### src/rtl/hazard_ctrl_if.sv
// Control bundle between the fetch/decode stages and the front-end hazard controller.
// Optional counters appear only when HAZARD_PERF_CNT_EN is defined.
interface hazard_ctrl_if;
  logic [31:0] if_id_inst;
  logic        id_ex_mem_read;
  logic [4:0]  id_ex_rt;
  logic        branch_taken;
  logic        imem_ready;
  logic        pc_write;
  logic        if_id_write;
  logic        if_id_flush;
  logic        id_ex_bubble;
  logic        imem_timeout;
`ifdef HAZARD_PERF_CNT_EN
  logic [15:0] stall_count;
  logic [15:0] flush_count;
`endif

  modport master (
    output if_id_inst, id_ex_mem_read, id_ex_rt, branch_taken, imem_ready,
    input  pc_write, if_id_write, if_id_flush, id_ex_bubble, imem_timeout
`ifdef HAZARD_PERF_CNT_EN
    , input stall_count, flush_count
`endif
  );

  modport slave (
    input  if_id_inst, id_ex_mem_read, id_ex_rt, branch_taken, imem_ready,
    output pc_write, if_id_write, if_id_flush, id_ex_bubble, imem_timeout
`ifdef HAZARD_PERF_CNT_EN
    , output stall_count, flush_count
`endif
  );
endinterface

### src/rtl/hazard_ctrl_unit.sv
// Front-end pipeline controller: load-use stalls, branch flushes and imem wait handling.
// Optional feature macro: HAZARD_PERF_CNT_EN (stall/flush cycle counters).
module hazard_ctrl_unit #(
  parameter int LOAD_USE_STALL = 1,
  parameter int IMEM_TIMEOUT   = 255
) (
  input logic          clock,
  input logic          reset_n,
  hazard_ctrl_if.slave bus
);

  typedef enum logic [1:0] {S_RUN, S_LDSTALL, S_IWAIT} state_t;

  localparam logic [1:0] STALL_INIT  = 2'(LOAD_USE_STALL - 1);
  localparam logic [7:0] TIMEOUT_CNT = 8'(IMEM_TIMEOUT);

  state_t     r_state;
  logic [1:0] r_stall_cnt;
  logic [7:0] r_wait_cnt;
  logic       r_timeout;

  logic [5:0] w_opcode;
  logic [4:0] w_rs;
  logic [4:0] w_rt;
  logic       w_uses_rt;
  logic       w_hazard;
  logic       w_pc_write;
  logic       w_if_id_write;
  logic       w_flush;
  logic       w_bubble;
  logic       w_unused_inst;

  assign w_opcode      = bus.if_id_inst[31:26];
  assign w_rs          = bus.if_id_inst[25:21];
  assign w_rt          = bus.if_id_inst[20:16];
  assign w_unused_inst = ^bus.if_id_inst[15:0];

  // R-type, beq, bne and sw read rt as a source; other formats write it.
  assign w_uses_rt = (w_opcode == 6'h00) || (w_opcode == 6'h04) ||
                     (w_opcode == 6'h05) || (w_opcode == 6'h2B);
  assign w_hazard  = bus.id_ex_mem_read && (bus.id_ex_rt != 5'd0) &&
                     ((bus.id_ex_rt == w_rs) || (w_uses_rt && (bus.id_ex_rt == w_rt)));

  always_comb begin
    w_pc_write    = 1'b1;
    w_if_id_write = 1'b1;
    w_flush       = 1'b0;
    w_bubble      = 1'b0;
    if (!reset_n) begin
      w_pc_write    = 1'b0;
      w_if_id_write = 1'b0;
      w_flush       = 1'b1;
      w_bubble      = 1'b1;
    end else begin
      unique case (r_state)
        S_RUN: begin
          if (w_hazard) begin
            w_pc_write    = 1'b0;
            w_if_id_write = 1'b0;
            w_bubble      = 1'b1;
          end else if (bus.branch_taken) begin
            w_flush = 1'b1;
          end else if (!bus.imem_ready) begin
            w_pc_write = 1'b0;
            w_flush    = 1'b1;
          end
        end
        S_LDSTALL: begin
          w_pc_write    = 1'b0;
          w_if_id_write = 1'b0;
          w_bubble      = 1'b1;
        end
        S_IWAIT: begin
          if (!bus.imem_ready) begin
            w_pc_write = 1'b0;
            w_flush    = 1'b1;
          end
        end
        default: ;
      endcase
    end
  end

  assign bus.pc_write     = w_pc_write;
  assign bus.if_id_write  = w_if_id_write;
  assign bus.if_id_flush  = w_flush;
  assign bus.id_ex_bubble = w_bubble;
  assign bus.imem_timeout = r_timeout;

  // State advances on the falling edge, in step with the pipeline registers.
  always_ff @(negedge clock or negedge reset_n) begin
    if (!reset_n) begin
      r_state     <= S_RUN;
      r_stall_cnt <= 2'd0;
      r_wait_cnt  <= 8'd0;
      r_timeout   <= 1'b0;
    end else begin
      unique case (r_state)
        S_RUN: begin
          if (w_hazard) begin
            if (LOAD_USE_STALL > 1) begin
              r_stall_cnt <= STALL_INIT;
              r_state     <= S_LDSTALL;
            end
          end else if (!bus.branch_taken && !bus.imem_ready) begin
            r_wait_cnt <= 8'd1;
            r_state    <= S_IWAIT;
          end
        end
        S_LDSTALL: begin
          r_stall_cnt <= r_stall_cnt - 2'd1;
          if (r_stall_cnt == 2'd1) r_state <= S_RUN;
        end
        S_IWAIT: begin
          if (!bus.imem_ready) begin
            if (r_wait_cnt != 8'hFF) r_wait_cnt <= r_wait_cnt + 8'd1;
            if (r_wait_cnt == TIMEOUT_CNT) r_timeout <= 1'b1;
          end else begin
            r_wait_cnt <= 8'd0;
            r_state    <= S_RUN;
          end
        end
        default: r_state <= S_RUN;
      endcase
    end
  end

`ifdef HAZARD_PERF_CNT_EN
  logic [15:0] r_stall_count;
  logic [15:0] r_flush_count;

  always_ff @(negedge clock or negedge reset_n) begin
    if (!reset_n) begin
      r_stall_count <= 16'd0;
      r_flush_count <= 16'd0;
    end else begin
      if (!w_pc_write && (r_stall_count != 16'hFFFF)) r_stall_count <= r_stall_count + 16'd1;
      if (w_flush && (r_flush_count != 16'hFFFF)) r_flush_count <= r_flush_count + 16'd1;
    end
  end

  assign bus.stall_count = r_stall_count;
  assign bus.flush_count = r_flush_count;
`endif

endmodule

### src/flat_wrapper.sv
// flat-port wrapper written by rule: the top's interface ports become plain ports
module hazard_ctrl_unit_flat 
#(
  parameter int LOAD_USE_STALL = 1,
  parameter int IMEM_TIMEOUT   = 255
)
  (clock, reset_n, bus_if_id_inst, bus_id_ex_mem_read, bus_id_ex_rt, bus_branch_taken, bus_imem_ready, bus_pc_write, bus_if_id_write, bus_if_id_flush, bus_id_ex_bubble, bus_imem_timeout);
  hazard_ctrl_if bus_i ();
  input logic clock;
  input logic reset_n;
  input wire logic [$bits(bus_i.if_id_inst)-1:0] bus_if_id_inst;
  input wire logic [$bits(bus_i.id_ex_mem_read)-1:0] bus_id_ex_mem_read;
  input wire logic [$bits(bus_i.id_ex_rt)-1:0] bus_id_ex_rt;
  input wire logic [$bits(bus_i.branch_taken)-1:0] bus_branch_taken;
  input wire logic [$bits(bus_i.imem_ready)-1:0] bus_imem_ready;
  output wire logic [$bits(bus_i.pc_write)-1:0] bus_pc_write;
  output wire logic [$bits(bus_i.if_id_write)-1:0] bus_if_id_write;
  output wire logic [$bits(bus_i.if_id_flush)-1:0] bus_if_id_flush;
  output wire logic [$bits(bus_i.id_ex_bubble)-1:0] bus_id_ex_bubble;
  output wire logic [$bits(bus_i.imem_timeout)-1:0] bus_imem_timeout;
  assign bus_i.if_id_inst = bus_if_id_inst;
  assign bus_i.id_ex_mem_read = bus_id_ex_mem_read;
  assign bus_i.id_ex_rt = bus_id_ex_rt;
  assign bus_i.branch_taken = bus_branch_taken;
  assign bus_i.imem_ready = bus_imem_ready;
  assign bus_pc_write = bus_i.pc_write;
  assign bus_if_id_write = bus_i.if_id_write;
  assign bus_if_id_flush = bus_i.if_id_flush;
  assign bus_id_ex_bubble = bus_i.id_ex_bubble;
  assign bus_imem_timeout = bus_i.imem_timeout;
  hazard_ctrl_unit #(.LOAD_USE_STALL(LOAD_USE_STALL), .IMEM_TIMEOUT(IMEM_TIMEOUT)) u_core (.clock(clock), .reset_n(reset_n), .bus(bus_i));
endmodule
### config.mk
export PLATFORM = sky130hd
export DESIGN_NAME = hazard_ctrl_unit_flat
export DESIGN_NICKNAME = d
export VERILOG_FILES = /design/src/rtl/hazard_ctrl_if.sv /design/src/rtl/hazard_ctrl_unit.sv /design/src/flat_wrapper.sv
export SDC_FILE = /design/constraint.sdc
export NUM_CORES = 1
export LEC_CHECK = 0
export CORE_MARGIN = 1.5
export CORE_UTILIZATION = 54
export CTS_CLUSTER_SIZE = 12
export DETAILED_ROUTE_END_ITERATION = 8
export DONT_BUFFER_PORTS = 1
export PLACE_DENSITY = 0.72
export SLEW_MARGIN = 5
export SYNTH_ARGS = -nofsm -noshare
export SYNTH_HDL_FRONTEND = slang
export SYNTH_SLANG_ARGS = --single-unit
### constraint.sdc
create_clock -name clock -period 2.2 [get_ports clock]
set_input_delay 0.44 -clock clock [delete_from_list [all_inputs] [get_ports clock]]
set_output_delay 0.44 -clock clock [all_outputs]
set_load 0.1 [all_outputs]
== Word-level counts from Yosys, hierarchy flattened ==
Index checks and enable logic that the tools add are counted.

* Register bits: 13
* Word-level logic and storage cells: 65

* Add/subtract/negate cells: 2
* Eq/ne operators: 15
* Multiplexer cells: 26
* Bitwise logic cells: 1
* Reductions and logical operators: 17

{| class="wikitable"
|+ Operators by type and width
! kind !! number
|-
| two-way mux 8 bit || 4
|-
| one-hot mux 8 bit (2 select lines) || 1
|-
| equality test 6 x 3 -> 1 bit (second input constant) || 2
|-
| two-way mux 1 bit || 12
|-
| equality test 5 bit || 2
|-
| adder 8 x 1 -> 8 bit (second input constant) || 1
|-
| equality test 8 bit (second input constant) || 1
|-
| two-way mux 2 bit || 4
|-
| != test 8 bit (second input constant) || 1
|-
| AND reduction 4 bit || 2
|-
| equality test 6 bit (second input constant) || 1
|-
| zero test 6 bit || 1
|-
| one-hot mux 1 bit (2 select lines) || 3
|-
| one-hot mux 2 bit (3 select lines) || 1
|-
| nonzero test 5 bit || 1
|-
| equality test 2 x 1 -> 1 bit (second input constant) || 2
|-
| logical AND 1 bit || 4
|-
| logical OR 1 bit || 4
|-
| != test 2 x 1 -> 1 bit (second input constant) || 2
|-
| != test 2 bit (second input constant) || 2
|-
| != test 3 x 2 -> 1 bit (second input constant) || 1
|-
| one-hot mux 1 bit (3 select lines) || 1
|-
| AND reduction 3 bit || 1
|-
| equality test 2 bit (second input constant) || 1
|-
| other kinds (5) || 6
|}

== Longest topological paths before layout ==
* Depth after elaboration: 10
* Depth in mapped cells: 6

==> flow_metrics.py <==
metrics = {
    "sta": {
        "hold_viol": 0,
        "slew_headroom_pct": 57.6,
        "maxSlewViolCount": 0,
        "report.final.setup_viol": 14,
        "rsz0062_at_grt": "yes",
        "tns_ps": -7270,
        "fin_ws_ps": -675,
        "tightest_slew_ps": 629,
        "finClkSkew_ps": 3.82,
    },
    "min_path": {
        "hold_path_depth": 1,
        "worstHoldStart": "u_core.r_wait_cnt[6]$_DFFE_NN0P_",
        "min_to": "u_core.r_wait_cnt[6]$_DFFE_NN0P_",
        "hold_path_class": "flip-flop to flip-flop",
    },
    "synthesis": {
        "synth_warnings": 0,
        "synth-async-reset-ratio_pct": 100,
        "synth_ff_type": "dfrtn_1",
        "synth_top_cell_area_share_pct": 32.4,
        "synthesis.area_um2": 773,
        "synth.most_common_cell": "dfrtn_1",
        "yosysUniqueCellTypes": 34,
        "yosys.area.top_type": "dfrtn_1",
        "seq_area_frac_synth_pct": 32.4,
        "syn_avg_cell_area_um2": 8.59,
        "synth.cells.most_frequent": "10 x dfrtn_1, 9 x xnor2_1, 8 x a21oi_1, 7 x nand2_1, 7 x nor2_1",
        "ys_top_cells_by_area": "dfrtn_1 32%, xnor2_1 10%, a21oi_1 5.2%",
        "ys_ff_latch": 10,
        "netlist_instances": 90,
        "synth_edf_count": 0,
        "synth_nets": 133,
    },
    "worst_setup_path": {
        "r2r-end": "u_core.r_wait_cnt[0]$_DFFE_NN0P_",
        "startpoint_type": "flip-flop",
        "path_class": "flip-flop to primary output",
        "cp_max_fo": 4,
        "r2r-start": "u_core.r_wait_cnt[3]$_DFFE_NN0P_",
        "setup.worst_path.end_class": "primary output",
        "critPathArrivalTime_ps": 2440,
        "reg2reg_slack_ps": 570,
        "r2r_cells": 5,
        "required_ps": 1760,
    },
    "drt": {
        "antenna_left": 0,
        "viasPerCell": 6.42,
        "first_iter_violations": 21,
        "routed_wl_um": 2090,
        "first_pass_iters": 6,
        "via_count": 783,
        "wl_per_cell_um": 17.1,
        "drc": 0,
    },
    "floorplan": {
        "core_um2": 1320,
        "pin_count": 47,
        "start_util_pct": 58.7,
        "chipWidth_um": 40.8,
        "dieArea_um2": 1670,
        "rows": 13,
        "die_h_um": 40.8,
    },
    "global_routing": {
        "grt_antenna_before_repair": 0,
        "grt_pass1_vias": 674,
        "grt_pass1_wl_um": 3040,
        "grt_max_degree": 15,
        "grt-ovfl-total": 0,
        "grt_usage_pct": 28.7,
    },
    "power": {
        "p_comb_share_pct": 31.7,
        "powerDensity_nw_per_um2": 503,
        "switchingPower_w": 0.000176,
        "switching_share_pct": 32.0,
        "clkPwrFrac_pct": 30.5,
        "ir_worst_vdd_uv": 459,
        "p_leak_nw": 0.436,
        "seqPwrFrac_pct": 37.8,
        "p_int_w": 0.000374,
        "finalPower_w": 0.000550,
    },
    "cells_and_area": {
        "multi_input_area_um2": 609,
        "drive_gt1_share_pct": 33.6,
        "register_area_um2": 250,
        "antennaDiodeCount": 0,
        "nFillCells": 72,
        "post-route-util_pct": 83.0,
        "areaGrowthSynthToFinish_pct": 41.4,
        "nets": 151,
    },
    "clock_tree": {
        "path_clk_slew_ps": 50,
        "cts_tree": "yes",
        "clk_path_buf_depth": 2,
        "numCtsBuffers": 3,
        "cts_sinks": 10,
        "clk-insertion-delay-late_ps": 270,
        "cts_htree_levels": 1,
        "root_buffer": "clkbuf_4",
    },
    "job": {
        "max_cap_viol_count": 0,
    },
    "outcome": {
        "status": "finished, violations left",
        "violations": "setup timing",
    },
    "placement": {
        "hpwl_um": 1480,
        "port_buffers": 0,
        "gp_congestion": 0.849,
    },
}
## critical path, cell delays in order, from the launching register on
cell	delay, ps
dfrtn_1	420
inv_2	50
o21a_4	110
buf_6	130
o21ai_4	160
buf_12	190
## registers in the layout, indices dropped and copies added, names as in the netlist
register	count
u_core.r_wait_cnt	8
u_core.bus.imem_timeout	1
u_core.r_state	1
## per-stage QoR
stage	hold slack (ps)	cell area (um^2)	worst slack [ps]	std cells
floorplan	427	813	-738	90
global placement	463	977	-804	116
detailed placement	472	977	-835	116
CTS	472	1060	-664	121
global route	491	1090	-741	122
finish	486	1090	-675	122
## power groups by stage
stage | combinational (W) | sequential (W) | clock (W)
2_1_floorplan | 0.000109 | 0.000209 | 0
5_1_grt | 0.000186 | 0.000210 | 0.000180
6_report | 0.000174 | 0.000208 | 0.000168
4_1_cts | 0.000165 | 0.000207 | 0.000170
3_5_place_dp | 0.000156 | 0.000211 | 0
3_3_place_gp | 0.000150 | 0.000210 | 0
## how the worst max path moves through the flow
stage / startpoint / end
6_report: u_core.r_state[1]$_DFFE_NN0P_ / bus_if_id_flush
5_1_grt: u_core.r_state[1]$_DFFE_NN0P_ / bus_if_id_flush
4_1_cts: u_core.r_state[1]$_DFFE_NN0P_ / bus_if_id_flush
3_5_place_dp: bus_if_id_inst[26] / u_core.r_wait_cnt[0]$_DFFE_NN0P_
3_3_place_gp: bus_if_id_inst[26] / u_core.r_wait_cnt[0]$_DFFE_NN0P_
2_1_floorplan: bus_id_ex_rt[0] / u_core.r_wait_cnt[6]$_DFFE_NN0P_
## cells in the final DEF, fill, tap and decap left out, types with 2 or more instances in the layout
cell	n
inv_1	2
buf_6	2
or4_4	2
o21ai_0	2
o21ai_2	2
clkbuf_4	3
nand3_1	4
nor2b_4	3
nand4_1	4
nor3_1	2
o22ai_1	2
nor2_1	6
a21oi_1	8
nand2b_1	2
xnor2_1	9
buf_4	6
nand2_1	7
buf_12	5
o21ai_4	3
dfrtn_1	10
## per-layer routing
layer,track usage (%),wire length [um],vias to the layer above
li1,-,-,367
met1,34.2,761,359
met2,48.0,1070,47
met3,8.15,187,10
met4,10.8,65,0
met5,0,0,-
## logic make-up after synthesis
kind of cell               share of synthesized area (%)
and+or+nand+nor                                     25.6
xor gates and xnor gates                            11.3
muxes                                               1.29
AOI/OAI and AO/OA                                   26.4
buffers and inverters                               1.46
DFF                                                 32.4
adders and majority gates                           1.62
## timing repair
action,in CTS,in global routing
buffers inserted,1,1
gates cloned,0,0
hold buffers,0,0
endpoints found under the setup margin,14,14
pin swaps,9,2
gates resized for setup,12,6
## area by class of cell
class	instances	area share (%)
Timing Repair Buffer	13	15.3
Sequential cell	10	22.9
Tap cell	15	1.72
Inverter	3	1.03
Clock buffer	4	3.32
Multi-Input combinational cell	77	55.7
(Power assumes the default switching activity.)
